**config.mk**
```make
export PLATFORM = sky130hd
export DESIGN_NAME = moving_avg_filter
export DESIGN_NICKNAME = d
export VERILOG_FILES = /design/src/rtl/moving_avg_filter.sv
export SDC_FILE = /design/constraint.sdc
export NUM_CORES = 1
export LEC_CHECK = 0
export BUFFER_PORTS_ARGS = -buffer_cell sky130_fd_sc_hd__buf_2
export CAP_MARGIN = 15
export CORE_MARGIN = 3
export CORE_UTILIZATION = 55
export CTS_CLUSTER_DIAMETER = 80
export DETAILED_ROUTE_END_ITERATION = 6
export GPL_ROUTABILITY_DRIVEN = 0
export GPL_TIMING_DRIVEN = 0
export MAX_ROUTING_LAYER = met4
export PLACE_DENSITY = 0.75
export RECOVER_POWER = 50
export SYNTH_ARGS = -nofsm -noshare
export SYNTH_HDL_FRONTEND = slang
export SYNTH_SLANG_ARGS = --single-unit
```
**constraint.sdc**
```tcl
create_clock -name clk -period 22.9 [get_ports clk]
set_input_delay 4.58 -clock clk [delete_from_list [all_inputs] [get_ports clk]]
set_output_delay 4.58 -clock clk [all_outputs]
set_load 0.02 [all_outputs]
```
**src/rtl/moving_avg_filter.sv**
```systemverilog
// Boxcar moving-average filter over a runtime-selectable window of 2^k samples,
// with sample-valid handshake, fill tracking and flush.
module moving_avg_filter #(
  parameter int unsigned VAL_RES        = 16,
  parameter int unsigned MAX_LOG2_DEPTH = 4
) (
  input  logic               clk,
  input  logic               rst,
  input  logic [3:0]         win_log2,
  input  logic               flush,
  input  logic               in_valid,
  input  logic [VAL_RES-1:0] in_data,
  output logic               out_valid,
  output logic [VAL_RES-1:0] out_data,
  output logic               out_full
);

  localparam int unsigned DEPTH = 1 << MAX_LOG2_DEPTH;
  localparam int unsigned AW    = MAX_LOG2_DEPTH;
  localparam int unsigned FC_W  = MAX_LOG2_DEPTH + 1;
  localparam int unsigned SUM_W = VAL_RES + MAX_LOG2_DEPTH;
  localparam int unsigned K_W   = 4;

  logic [VAL_RES-1:0] mem_q [DEPTH];

  logic [AW-1:0]      wp_q, wp_d;
  logic [FC_W-1:0]    fc_q, fc_d;
  logic [SUM_W-1:0]   sum_q, sum_d;
  logic [K_W-1:0]     k_q, k_d;
  logic               out_valid_q, out_valid_d;
  logic [VAL_RES-1:0] out_data_q, out_data_d;
  logic               out_full_q, out_full_d;

  logic [K_W-1:0]     k_eff_c;
  logic               clear_c;
  logic [FC_W-1:0]    win_size_c;
  logic [SUM_W-1:0]   sum_base_c;
  logic [FC_W-1:0]    fc_base_c;
  logic [AW-1:0]      rd_idx_c;
  logic [VAL_RES-1:0] oldest_c;

  // Window exponent saturation and clear detection; clear is applied before any accept.
  always_comb begin
    k_eff_c    = (win_log2 > K_W'(MAX_LOG2_DEPTH)) ? K_W'(MAX_LOG2_DEPTH) : win_log2;
    clear_c    = flush || (k_eff_c != k_q);
    k_d        = clear_c ? k_eff_c : k_q;
    win_size_c = FC_W'(1) << k_d;
    sum_base_c = clear_c ? '0 : sum_q;
    fc_base_c  = clear_c ? '0 : fc_q;
    // With k = MAX the oldest slot aliases wp itself; it is read before being overwritten.
    rd_idx_c   = wp_q - win_size_c[AW-1:0];
    oldest_c   = (fc_base_c >= win_size_c) ? mem_q[rd_idx_c] : '0;
  end

  // Next-state and registered output computation.
  always_comb begin
    wp_d        = wp_q;
    fc_d        = fc_base_c;
    sum_d       = sum_base_c;
    out_valid_d = 1'b0;
    out_data_d  = out_data_q;
    out_full_d  = clear_c ? 1'b0 : out_full_q;
    if (in_valid) begin
      sum_d       = sum_base_c + SUM_W'(in_data) - SUM_W'(oldest_c);
      fc_d        = (fc_base_c == FC_W'(DEPTH)) ? fc_base_c : fc_base_c + FC_W'(1);
      wp_d        = wp_q + AW'(1);
      out_valid_d = 1'b1;
      out_data_d  = VAL_RES'(sum_d >> k_d);
      out_full_d  = (fc_d >= win_size_c);
    end
  end

  always_ff @(posedge clk) begin
    if (rst) begin
      wp_q        <= '0;
      fc_q        <= '0;
      sum_q       <= '0;
      k_q         <= '0;
      out_valid_q <= 1'b0;
      out_data_q  <= '0;
      out_full_q  <= 1'b0;
    end else begin
      wp_q        <= wp_d;
      fc_q        <= fc_d;
      sum_q       <= sum_d;
      k_q         <= k_d;
      out_valid_q <= out_valid_d;
      out_data_q  <= out_data_d;
      out_full_q  <= out_full_d;
    end
  end

  // Sample buffer carries no reset; fc gates every read of stale contents.
  always_ff @(posedge clk) begin
    if (in_valid && !rst) begin
      mem_q[wp_q] <= in_data;
    end
  end

  assign out_valid = out_valid_q;
  assign out_data  = out_data_q;
  assign out_full  = out_full_q;

endmodule

```
**Word-level counts from Yosys, hierarchy flattened**

Memories as Yosys holds them, arrays and structs flattened.
Cells that the tools add are included.
Widths: inputs -> output; s select.

- Bits in writable memories: 256
- Word-level logic and storage cells: 37
- Memories kept: 1
- Bits in registers: 51
- Output and inout bits: 18

- Magnitude comparators: 3
- Reductions and logical operators: 4
- Eq/ne operators: 2
- Shift operators: 2
- Mux-type cells: 13
- $add $sub $neg: 5

Memory list:

| memory | words | bits a word | rd ports | clocked after Yosys merged registers in | write ports | RTL line | source |
|---|---|---|---|---|---|---|---|
| mem_q | 16 | 16 | 1 | 0 | 1 | 24 | `logic [VAL_RES-1:0] mem_q [DEPTH];` |

Operators by type and width:

| kind | count |
|---|---|
| $mux 20 | 2 |
| $add 20x16->20 | 1 |
| $shr 20x4->16 | 1 |
| $sub 20x16->20 | 1 |
| $mux 16 | 1 |
| $mux 5 | 3 |
| $ge 5x5->1 | 2 |
| $mux 4 | 2 |
| $add 5x1->5 const B | 1 |
| $eq 5x5->1 const B | 1 |
| $mux 1 | 5 |
| $shl 1x4->5 const A | 1 |
| $add 4x1->4 const B | 1 |
| $gt 4x3->1 const B | 1 |
| $ne 4x4->1 | 1 |
| $sub 4x4->4 | 1 |
| $reduce_bool 2->1 | 1 |
| $logic_and 1x1->1 | 1 |
| $logic_not 1->1 | 1 |
| $logic_or 1x1->1 | 1 |

**Longest topological paths before layout**

Gate-level depths: netlist of the first run.
An unclocked memory read counts as a cell.

- Depth after elaboration: 11
- Depth in mapped cells: 28
- Mapped depth without buffers: 24

**Worst setup path after synthesis of the first run**

No wires, ideal clock.

- Kind: input to register
- Start: input win_log2[3]
- End: register out_data_q[11] (netlist: out_data[11])
- Path buffers: 5
- Stages on the path: 23
- Required time: 22.775 ns
- Setup time: 0.125 ns
- Arrival time: 10.338 ns
- Path slack: 12.437 ns
- Path through: or2_1 buf_2 clkbuf_1 nor3_1 ha_1 inv_1 fa_1 clkbuf_1 clkbuf_1 clkbuf_1 mux4_2 mux2i_1 a211oi_1 fa_1 inv_1 fa_1 a211oi_1 o21ai_1 or2_1 a31oi_1 xnor2_1 mux4_2 o2bb2ai_1

- Cells in the longest elaborated chain, start to end: 11

RTL lines:

| item | RTL line | source |
|---|---|---|
| start, declared | 9 | `input logic [3:0] win_log2,` |
| $gt 4x3->1 | 44 | `k_eff_c = (win_log2 > K_W'(MAX_LOG2_DEPTH)) ? K_W'(MAX_LOG2_DEPTH) : win_log2;` |
| $mux 4 (*) | 44 |  |
| $ne 4x4->1 | 45 | `clear_c = flush \|\| (k_eff_c != k_q);` |
| $logic_or 1x1->1 | 45 |  |
| $mux 4 | 46 | `k_d = clear_c ? k_eff_c : k_q;` |
| $shl 1x4->5 | 47 | `win_size_c = FC_W'(1) << k_d;` |
| $sub 4x4->4 | 51 | `rd_idx_c = wp_q - win_size_c[AW-1:0];` |
| $mem_v2 16x16 | -- |  |
| $mux 16 | 52 | `oldest_c = (fc_base_c >= win_size_c) ? mem_q[rd_idx_c] : '0;` |
| $sub 20x16->20 | 64 | `sum_d = sum_base_c + SUM_W'(in_data) - SUM_W'(oldest_c);` |
| $shr 20x4->16 (*) | 68 | `out_data_d = VAL_RES'(sum_d >> k_d);` |
| end signal, assigned | 88 | `out_data_q <= out_data_d;` |
| end, declared | 31 | `logic [VAL_RES-1:0] out_data_q, out_data_d;` |

Mark *: on every way between the ends. The rest lies on a longest branch, timed or not.
A chain may end at the register's enable or synchronous reset.

**Final worst setup path of the first run**

- Start: input win_log2[3]
- End: register out_data_q[14] (netlist: out_data[14])

The elaborated chain is that of the path after synthesis.

==> impl_results.md, run 1 <==
* Outcome: finished, final reports clean
* Worst slew slack as a fraction of its limit at 0.196
* Hold WS at 0.467 ns
* Fraction of layout instances using a drive strength above 1 at 0.146
* R2r setup slk at 15.42 ns
* Largest incremental delay on the critical path at 0.77 ns
* Switching share of power at 0.278
* Initial antenna violation count at 0
* HPWL reported at the end of detailed placement at 24500 um
* Number of standard cells in the layout, taps in and fillers out at 1500
* Number of buffer cells added on primary ports at 41
* First-pass iteration count of the detailed router at 6
* Sw Pwr at 0.388 mW
* Maximum resistive drop on vdd at 0.0000683 V
* Global-route wire length before repair at 54600 um
* Total clock buffers created by CTS at 30
* TritonCTS clock tree: yes
* Depth of the worst register-to-register path at 24
* Antenna-violating nets left at 0
* P per Cell Area at 85.0 mW/mm^2
* Final number of setup-violating endpoints at 0
* Reg2reg start: k_q[2]$_SDFF_PP0_
* Per-cell routed wire length at 23.8 um
* Die area at 0.0285 mm^2
* Achievable Freq at 82.2 MHz
* CP arrival at 12.65 ns
* Post-route minimum period at 12.17 ns
* Root Buffer: clkbuf_16
* Max-Cap Viols at 0
* Die Y at 169 um
* Met3 usage at 0.0294
* Leakage power at 5.73 nW
* Most common cell after layout, fill and taps aside: edfxtp_1
* Total number of vias at 9598
* Final Hold Violating Endpoints at 0
* Nature of the critical path startpoint: input port
* Pwr Total at 1.39 mW
* Ratio of final minimum period to clock period at 0.532
* Count of flip-flops with a built-in enable after synthesis at 256
* Vias in the first global route at 9294
* Total count of max-transition violations in the final report at 0
* Largest delay share family, worst path: compound AO/OA/AOI/OAI gates
* Met1 layer usage reported by global route at 0.365
* Cell area after placement at 0.0155 mm^2
* Source of the critical timing path: win_log2[3]
* Number of post-CTS setup repair buffers at 0
* Crit path top cell by count: clkbuf_1
* Total gr overflow at 0
* Synth Register Bits at 307
* Type of the worst min-delay path: flop to flop
* Count of pins on the block boundary at 42
* Most frequent cells in the layout: edfxtp_1 (256), clkbuf_1 (82), nor2_1 (74)
* Skew final at 0.0181 ns
* Core region area at 0.0256 mm^2
* Horizontal die dimension at 169 um
* Final Instance Area at 0.0164 mm^2
* WHS Endpoint: out_data[1]$_SDFFE_PP0P_
* Combined area of all synthesized cells at 0.0146 mm^2
* Register share of total power at 0.448
* Kind of critical path: input port to flop
* Mean number of vias per cell at 6.40
* WP data required at 23.38 ns
* # resized after CTS at 0
* Met2 Resource Use GR at 0.404
* Critical hold path startpoint: out_data[1]$_SDFFE_PP0P_
* Pin count of the biggest net entering global routing at 18
* Total routing resource utilization after global routing at 0.259
* Post-detailed-routing wire length at 35700 um
* Syn_area_per_cell at 13.8 um^2
* DRC violations left at 0
* Share of synthesized area occupied by flip-flops and latches at 0.597
* Number of library cell types mapped by synthesis at 71
* Largest fanout of any net on the critical path at 10
* Cell with the biggest individual delay on the critical path: a211oi_1
* Post-synthesis to final-layout area growth at 12.5%
* GRT Max-Usage Layer: met2
* Critical Path Sink Type: flop
* Unrepaired setup endpoints after global routing: false
* Clock Tree Buf Depth at 3
* Antenna diode count at 0
* Initial detailed-routing violation count at 1259
* Final sum of negative setup slack at 0 ns
* Count of hold-fix buffers inserted at cts at 0
* Number of nets in the synthesized netlist at 1138
* Internal portion of total power at 1.01 mW
* Worst Hold Depth at 2
* Bufs and invs on worst path at 9
* Number of core rows at 58
* Ys async rst share at 0
* Fin nets at 1227
* Post-placement cell count at 1445
* Clk pin slew, worst setup/hold paths at 0.07 ns
* Least-Margin Pin Slew at 1.21 ns
* Insertion delay to the later sink of the worst-skew pair at 0.58 ns
* Crit path cell chain: buf_2 > or2_1 > buf_2 > clkbuf_1 > nor3_1 > ha_1 > inv_1 > fa_1 > clkbuf_1 > clkbuf_1 > clkbuf_1 > mux4_2 > mux2i_1 > a211oi_1 > fa_1 > inv_1 > ha_1 > clkbuf_1 > a21oi_1 > a2111oi_0 > a211o_1 > a211oi_1 > a221oi_1 > a211oi_1
* Number of instances in the synthesized netlist at 1058
* Number of levels the H-tree was split into at 1
* Combinational cell fraction of total power at 0.196
* CTS sink count at 307
* Reg-to-reg critical path endpoint: out_data[14]$_SDFFE_PP0P_
* Clock power share at 0.356
* Synth Flop Type: edfxtp_1
* Ys Warns at 0
* Initial cell density of the core at 0.569
## synth_stat cells, types with 13 or more instances
cell type / count / area (um^2)
a211oi_1: 44 / 330
a21o_1: 13 / 97.6
a21oi_1: 49 / 245
buf_2: 15 / 75.1
clkbuf_1: 32 / 120
dfxtp_1: 51 / 1020
edfxtp_1: 256 / 7690
fa_1: 17 / 340
ha_1: 39 / 488
inv_1: 65 / 244
mux2i_1: 21 / 210
mux4_2: 66 / 1490
nand2_1: 64 / 240
nand3_1: 23 / 115
nor2_1: 84 / 315
nor2b_1: 21 / 131
nor3_1: 18 / 90.1
o21ai_0: 20 / 100
xnor2_1: 15 / 131
## layout make-up
cell class	count	area, um^2
inverter	67	251
clock buffer	38	781
timing repair buffer	57	374
tap	330	413
fill	1873	9210
buffer	58	255
multi-input combinational	626	5410
sequential	307	8710
clock inverter	17	210
## sequential cells by signal, indices dropped and copies added (netlist names)
signal     flops
wp_q           4
fc_q           5
out_data      16
out_full       1
out_valid      1
sum_q         20
mem_q        256
k_q            4
## metal layers
metal / vias up / share of wire / routed length (um)
met5: - / 0 / 0
met4: 0 / 0.037 / 1330
met3: 104 / 0.082 / 2930
met2: 506 / 0.47 / 16700
met1: 4755 / 0.41 / 14700
li1: 4233 / - / -
## tightest hold or removal path: stages, from the launching register on
cell and delay [ns]:
dfxtp_1 0.32, nand2_1 0.05, o21ai_0 0.06
## logic make-up (layout without fill, tap and decap cells)
kind of cell	after synthesis	after routing	synth area share
XOR/XNOR	24	24	0.0144
flip-flops	307	307	0.597
adder cells (fa/ha/maj)	56	56	0.0568
multiplexers	89	89	0.118
other	1	1	0.000257
AND/OR/NAND/NOR	257	257	0.0835
buffers and inverters	125	237	0.0348
AO/OA/AOI/OAI	199	199	0.0952
## power by group through the flow
stage	logic (mW)	clock network [mW]	registers (mW)
finish	0.274	0.497	0.625
global route	0.297	0.526	0.626
CTS	0.270	0.501	0.624
detailed placement	0.268	0	0.636
global placement	0.262	0	0.636
floorplan	0.185	0	0.641
## worst max-delay path by stage
stage | cells past startpoint | end
6_report | 24 | out_data[14]$_SDFFE_PP0P_
5_1_grt | 24 | out_data[14]$_SDFFE_PP0P_
3_3_place_gp | 25 | out_data[13]$_SDFFE_PP0P_
4_1_cts | 24 | out_data[14]$_SDFFE_PP0P_
2_1_floorplan | 23 | out_data[11]$_SDFFE_PP0P_
3_5_place_dp | 24 | out_data[14]$_SDFFE_PP0P_
## metrics by stage
step	setup WS [ns]	util
floorplan	12.44	-
global placement	10.32	0.593
detailed placement	10.19	0.604
CTS	10.76	0.643
global route	10.25	0.640
finish	10.73	0.640
No activity file was read; power rests on OpenSTA's default activity.
==> run 2, diff against run 1 <==
Settings changed: ABC_AREA set to 1.
Clock period 22.9 ns to 12.1 ns, I/O delays scaled along.
==> impl_results.md, run 2 <==
* Reg2reg start: wp_q[0]$_SDFFE_PP0P_
* Largest incremental delay on the critical path at 0.59 ns (-0.18 ns)
* Count of hold-fix buffers inserted at cts at 0 (unchanged)
* CP arrival at 8.89 ns (-3.76 ns)
* HPWL reported at the end of detailed placement at 27300 um (+11%)
* Largest fanout of any net on the critical path at 11 (+1)
* Number of core rows at 59 (+1.7%)
* Outcome: finished, final reports clean
* Max-Cap Viols at 0 (unchanged)
* Initial antenna violation count at 0 (unchanged)
* Total clock buffers created by CTS at 34 (+13%)
* Initial cell density of the core at 0.563 (-0.00640)
* Most common cell after layout, fill and taps aside: nand2_1
* Post-route minimum period at 8.47 ns
* Worst slew slack as a fraction of its limit at 0.284 (+0.0875)
* Count of pins on the block boundary at 42 (unchanged)
* Ys async rst share at 0 (unchanged)
* Achievable Freq at 118 MHz
* Post-synthesis to final-layout area growth at 11.9%
* Skew final at 0.0277 ns (+0.00953 ns)
* Number of nets in the synthesized netlist at 1563 (+37%)
* Post-placement cell count at 1865 (+29%)
* Number of instances in the synthesized netlist at 1483 (+40%)
* Unrepaired setup endpoints after global routing: false
* Antenna-violating nets left at 0 (unchanged)
* Total number of vias at 11500 (+20%)
* Maximum resistive drop on vdd at 0.000108 V (+58%)
* Combined area of all synthesized cells at 0.0147 mm^2 (+1.1%)
* Ys Warns at 0 (unchanged)
* Number of post-CTS setup repair buffers at 0 (unchanged)
* Final number of setup-violating endpoints at 0 (unchanged)
* Leakage power at 6.40 nW (+12%)
* Synth top area share at 0.521 (-0.00599)
* Share of synthesized area occupied by flip-flops and latches at 0.590 (-0.00679)
* Cell area after placement at 0.0155 mm^2 (about the same)
* Final Hold Violating Endpoints at 0 (unchanged)
* Pwr Total at 2.72 mW (+95%)
* Initial detailed-routing violation count at 1243 (-1.3%)
* Antenna diode count at 0 (unchanged)
* Cell types occupying the most area after synthesis: edfxtp_1 (52%), nand2_1 (12%), dfxtp_1 (6.9%), a21oi_1 (3.5%), ha_1 (3.3%)
* Clk pin slew, worst setup/hold paths at 0.05 ns (-0.02 ns)
* Total gr overflow at 0 (unchanged)
* Final sum of negative setup slack at 0 ns (unchanged)
* Type of the worst min-delay path: flop to flop
* Fin nets at 1646 (+34%)
* Number of levels the H-tree was split into at 2 (+1)
* Vias in the first global route at 11100 (+20%)
* Core region area at 0.0262 mm^2 (+2.3%)
* Number of library cell types mapped by synthesis at 49 (-31%)
* P per Cell Area at 165 mW/mm^2 (+94%)
* Die Y at 170 um (+0.55%)
* Horizontal die dimension at 170 um (+0.55%)
* Root Buffer: clkbuf_16
* Total count of max-transition violations in the final report at 0 (unchanged)
* Least-Margin Pin Slew at 1.07 ns (-0.131 ns)
* Nature of the critical path startpoint: input port
* Cell with the biggest individual delay on the critical path: fa_1
* Dominant cell by count in the synthesized netlist: nand2_1
* Total routing resource utilization after global routing at 0.287 (+0.0279)
* Mean number of vias per cell at 5.98 (-6.5%)
* Post-detailed-routing wire length at 39900 um (+12%)
* Number of buffer cells added on primary ports at 41 (unchanged)
* Synth Register Bits at 307 (unchanged)
* Insertion delay to the later sink of the worst-skew pair at 0.53 ns (-0.05 ns)
* Most flop-heavy register: mem_q
* Crit path top cell by count: nand2_1
* Final Instance Area at 0.0165 mm^2 (+0.57%)
* Library cell occupying the most area in the post-synthesis netlist: edfxtp_1
* Count of flip-flops with a built-in enable after synthesis at 256 (unchanged)
* Source of the critical timing path: win_log2[3]
* DRC violations left at 0 (unchanged)
* Die area at 0.0288 mm^2 (+1.1%)
* Commonest cells in the netlist: nand2_1 (468), edfxtp_1 (256), inv_1 (129)
* Critical Path Sink Type: flop
* Finished Core Util at 0.630 (-0.0108)
* Kind of critical path: input port to flop
* Final-layout fill cell count at 2102 (+12%)
* First-pass iteration count of the detailed router at 5 (-1)
* TritonCTS clock tree: yes
* Ratio of final minimum period to clock period at 0.700
* # resized after CTS at 0 (unchanged)
* CTS sink count at 307 (unchanged)
* Syn_area_per_cell at 9.95 um^2 (-28%)
* Synth Flop Type: edfxtp_1
* Number of standard cells in the layout, taps in and fillers out at 1925 (+28%)
* Clock Tree Buf Depth at 3 (unchanged)
* Most frequent cells in the layout: nand2_1 (469), edfxtp_1 (256), inv_1 (129)
* Fraction of layout instances using a drive strength above 1 at 0.0585 (-0.0877)
* Pin count of the biggest net entering global routing at 18 (unchanged)
* Global-route wire length before repair at 61600 um (+13%)
* WP data required at 12.52 ns (-10.86 ns)
* Critical hold path startpoint: out_data[7]$_SDFFE_PP0P_
* Per-cell routed wire length at 20.7 um (-13%)
* Number of flip-flops in the largest register at 256 (unchanged)
run 2: cell count changes after synthesis, moves of 21 or more:
cell / previous run / this run
nand2_1: 64 / 468
clkbuf_1: 32 / 56
a21oi_1: 49 / 104
a32o_1: 0 / 45
mux4_2: 66 / 0
nand3_1: 23 / 74
nor2b_1: 21 / 0
a211oi_1: 44 / 0
o21ai_0: 20 / 58
inv_1: 65 / 129
run 2: worst paths after layout:
kind	slack, ns	depth (start not counted)	end
min reg2reg	0.46	2	out_data[7]$_SDFFE_PP0P_
min	0.46	2	out_data[7]$_SDFFE_PP0P_
max reg2reg	6.60	29	out_data[8]$_SDFFE_PP0P_
max	3.63	34	out_data[8]$_SDFFE_PP0P_
run 2: worst max-delay path, delay by kind of cell:
family,cells,cell delay (ns)
buffers and inverters,8,2.34
adders and majority gates,5,1.62
and+or+nand+nor,16,1.60
AOI/OAI and AO/OA,4,0.62
xor gates and xnor gates,1,0.29
run 2: kinds of logic after synthesis:
group	share of synthesized area
simple gates	0.177
compound gates	0.114
flops	0.590
other cells	0.000254
buf+inv	0.0533
xor+xnor	0.00814
fa+ha+maj	0.0562
mux	0.00136
run 2: final cells by class:
type	instances	area (um^2)	share of cell area
plain buffers	70	283	0.0171
clock buffers	42	911	0.0552
clock inverters	18	184	0.0111
inverters	132	495	0.0300
multi-input cells	974	5280	0.320
flip-flops and latches	307	8710	0.528
well taps	335	419	0.0254
repair buffers	47	223	0.0135
run 2: power by group:
| group | internal [mW] | total [mW] | switching [mW] |
|---|---|---|---|
| logic | 0.159 | 0.530 | 0.371 |
| clock network | 0.585 | 1.01 | 0.427 |
| registers | 1.17 | 1.18 | 0.0104 |
run 2: metal layers:
metal  track usage  up-vias  routed length [um]
met2         0.436      654               18000
met1         0.388     5472               16400
met4         0.106        0                1480
met3        0.0550       97                4050
li1              -     5288                   -
met5             -        -                   0
run 2: per-stage QoR:
step                worst slack (ns)  hold slack [ns]
finish                          3.63            0.455
global route                    3.24            0.465
CTS                             4.04            0.454
detailed placement              3.51            0.434
global placement                3.60            0.436
floorplan                       5.19            0.454
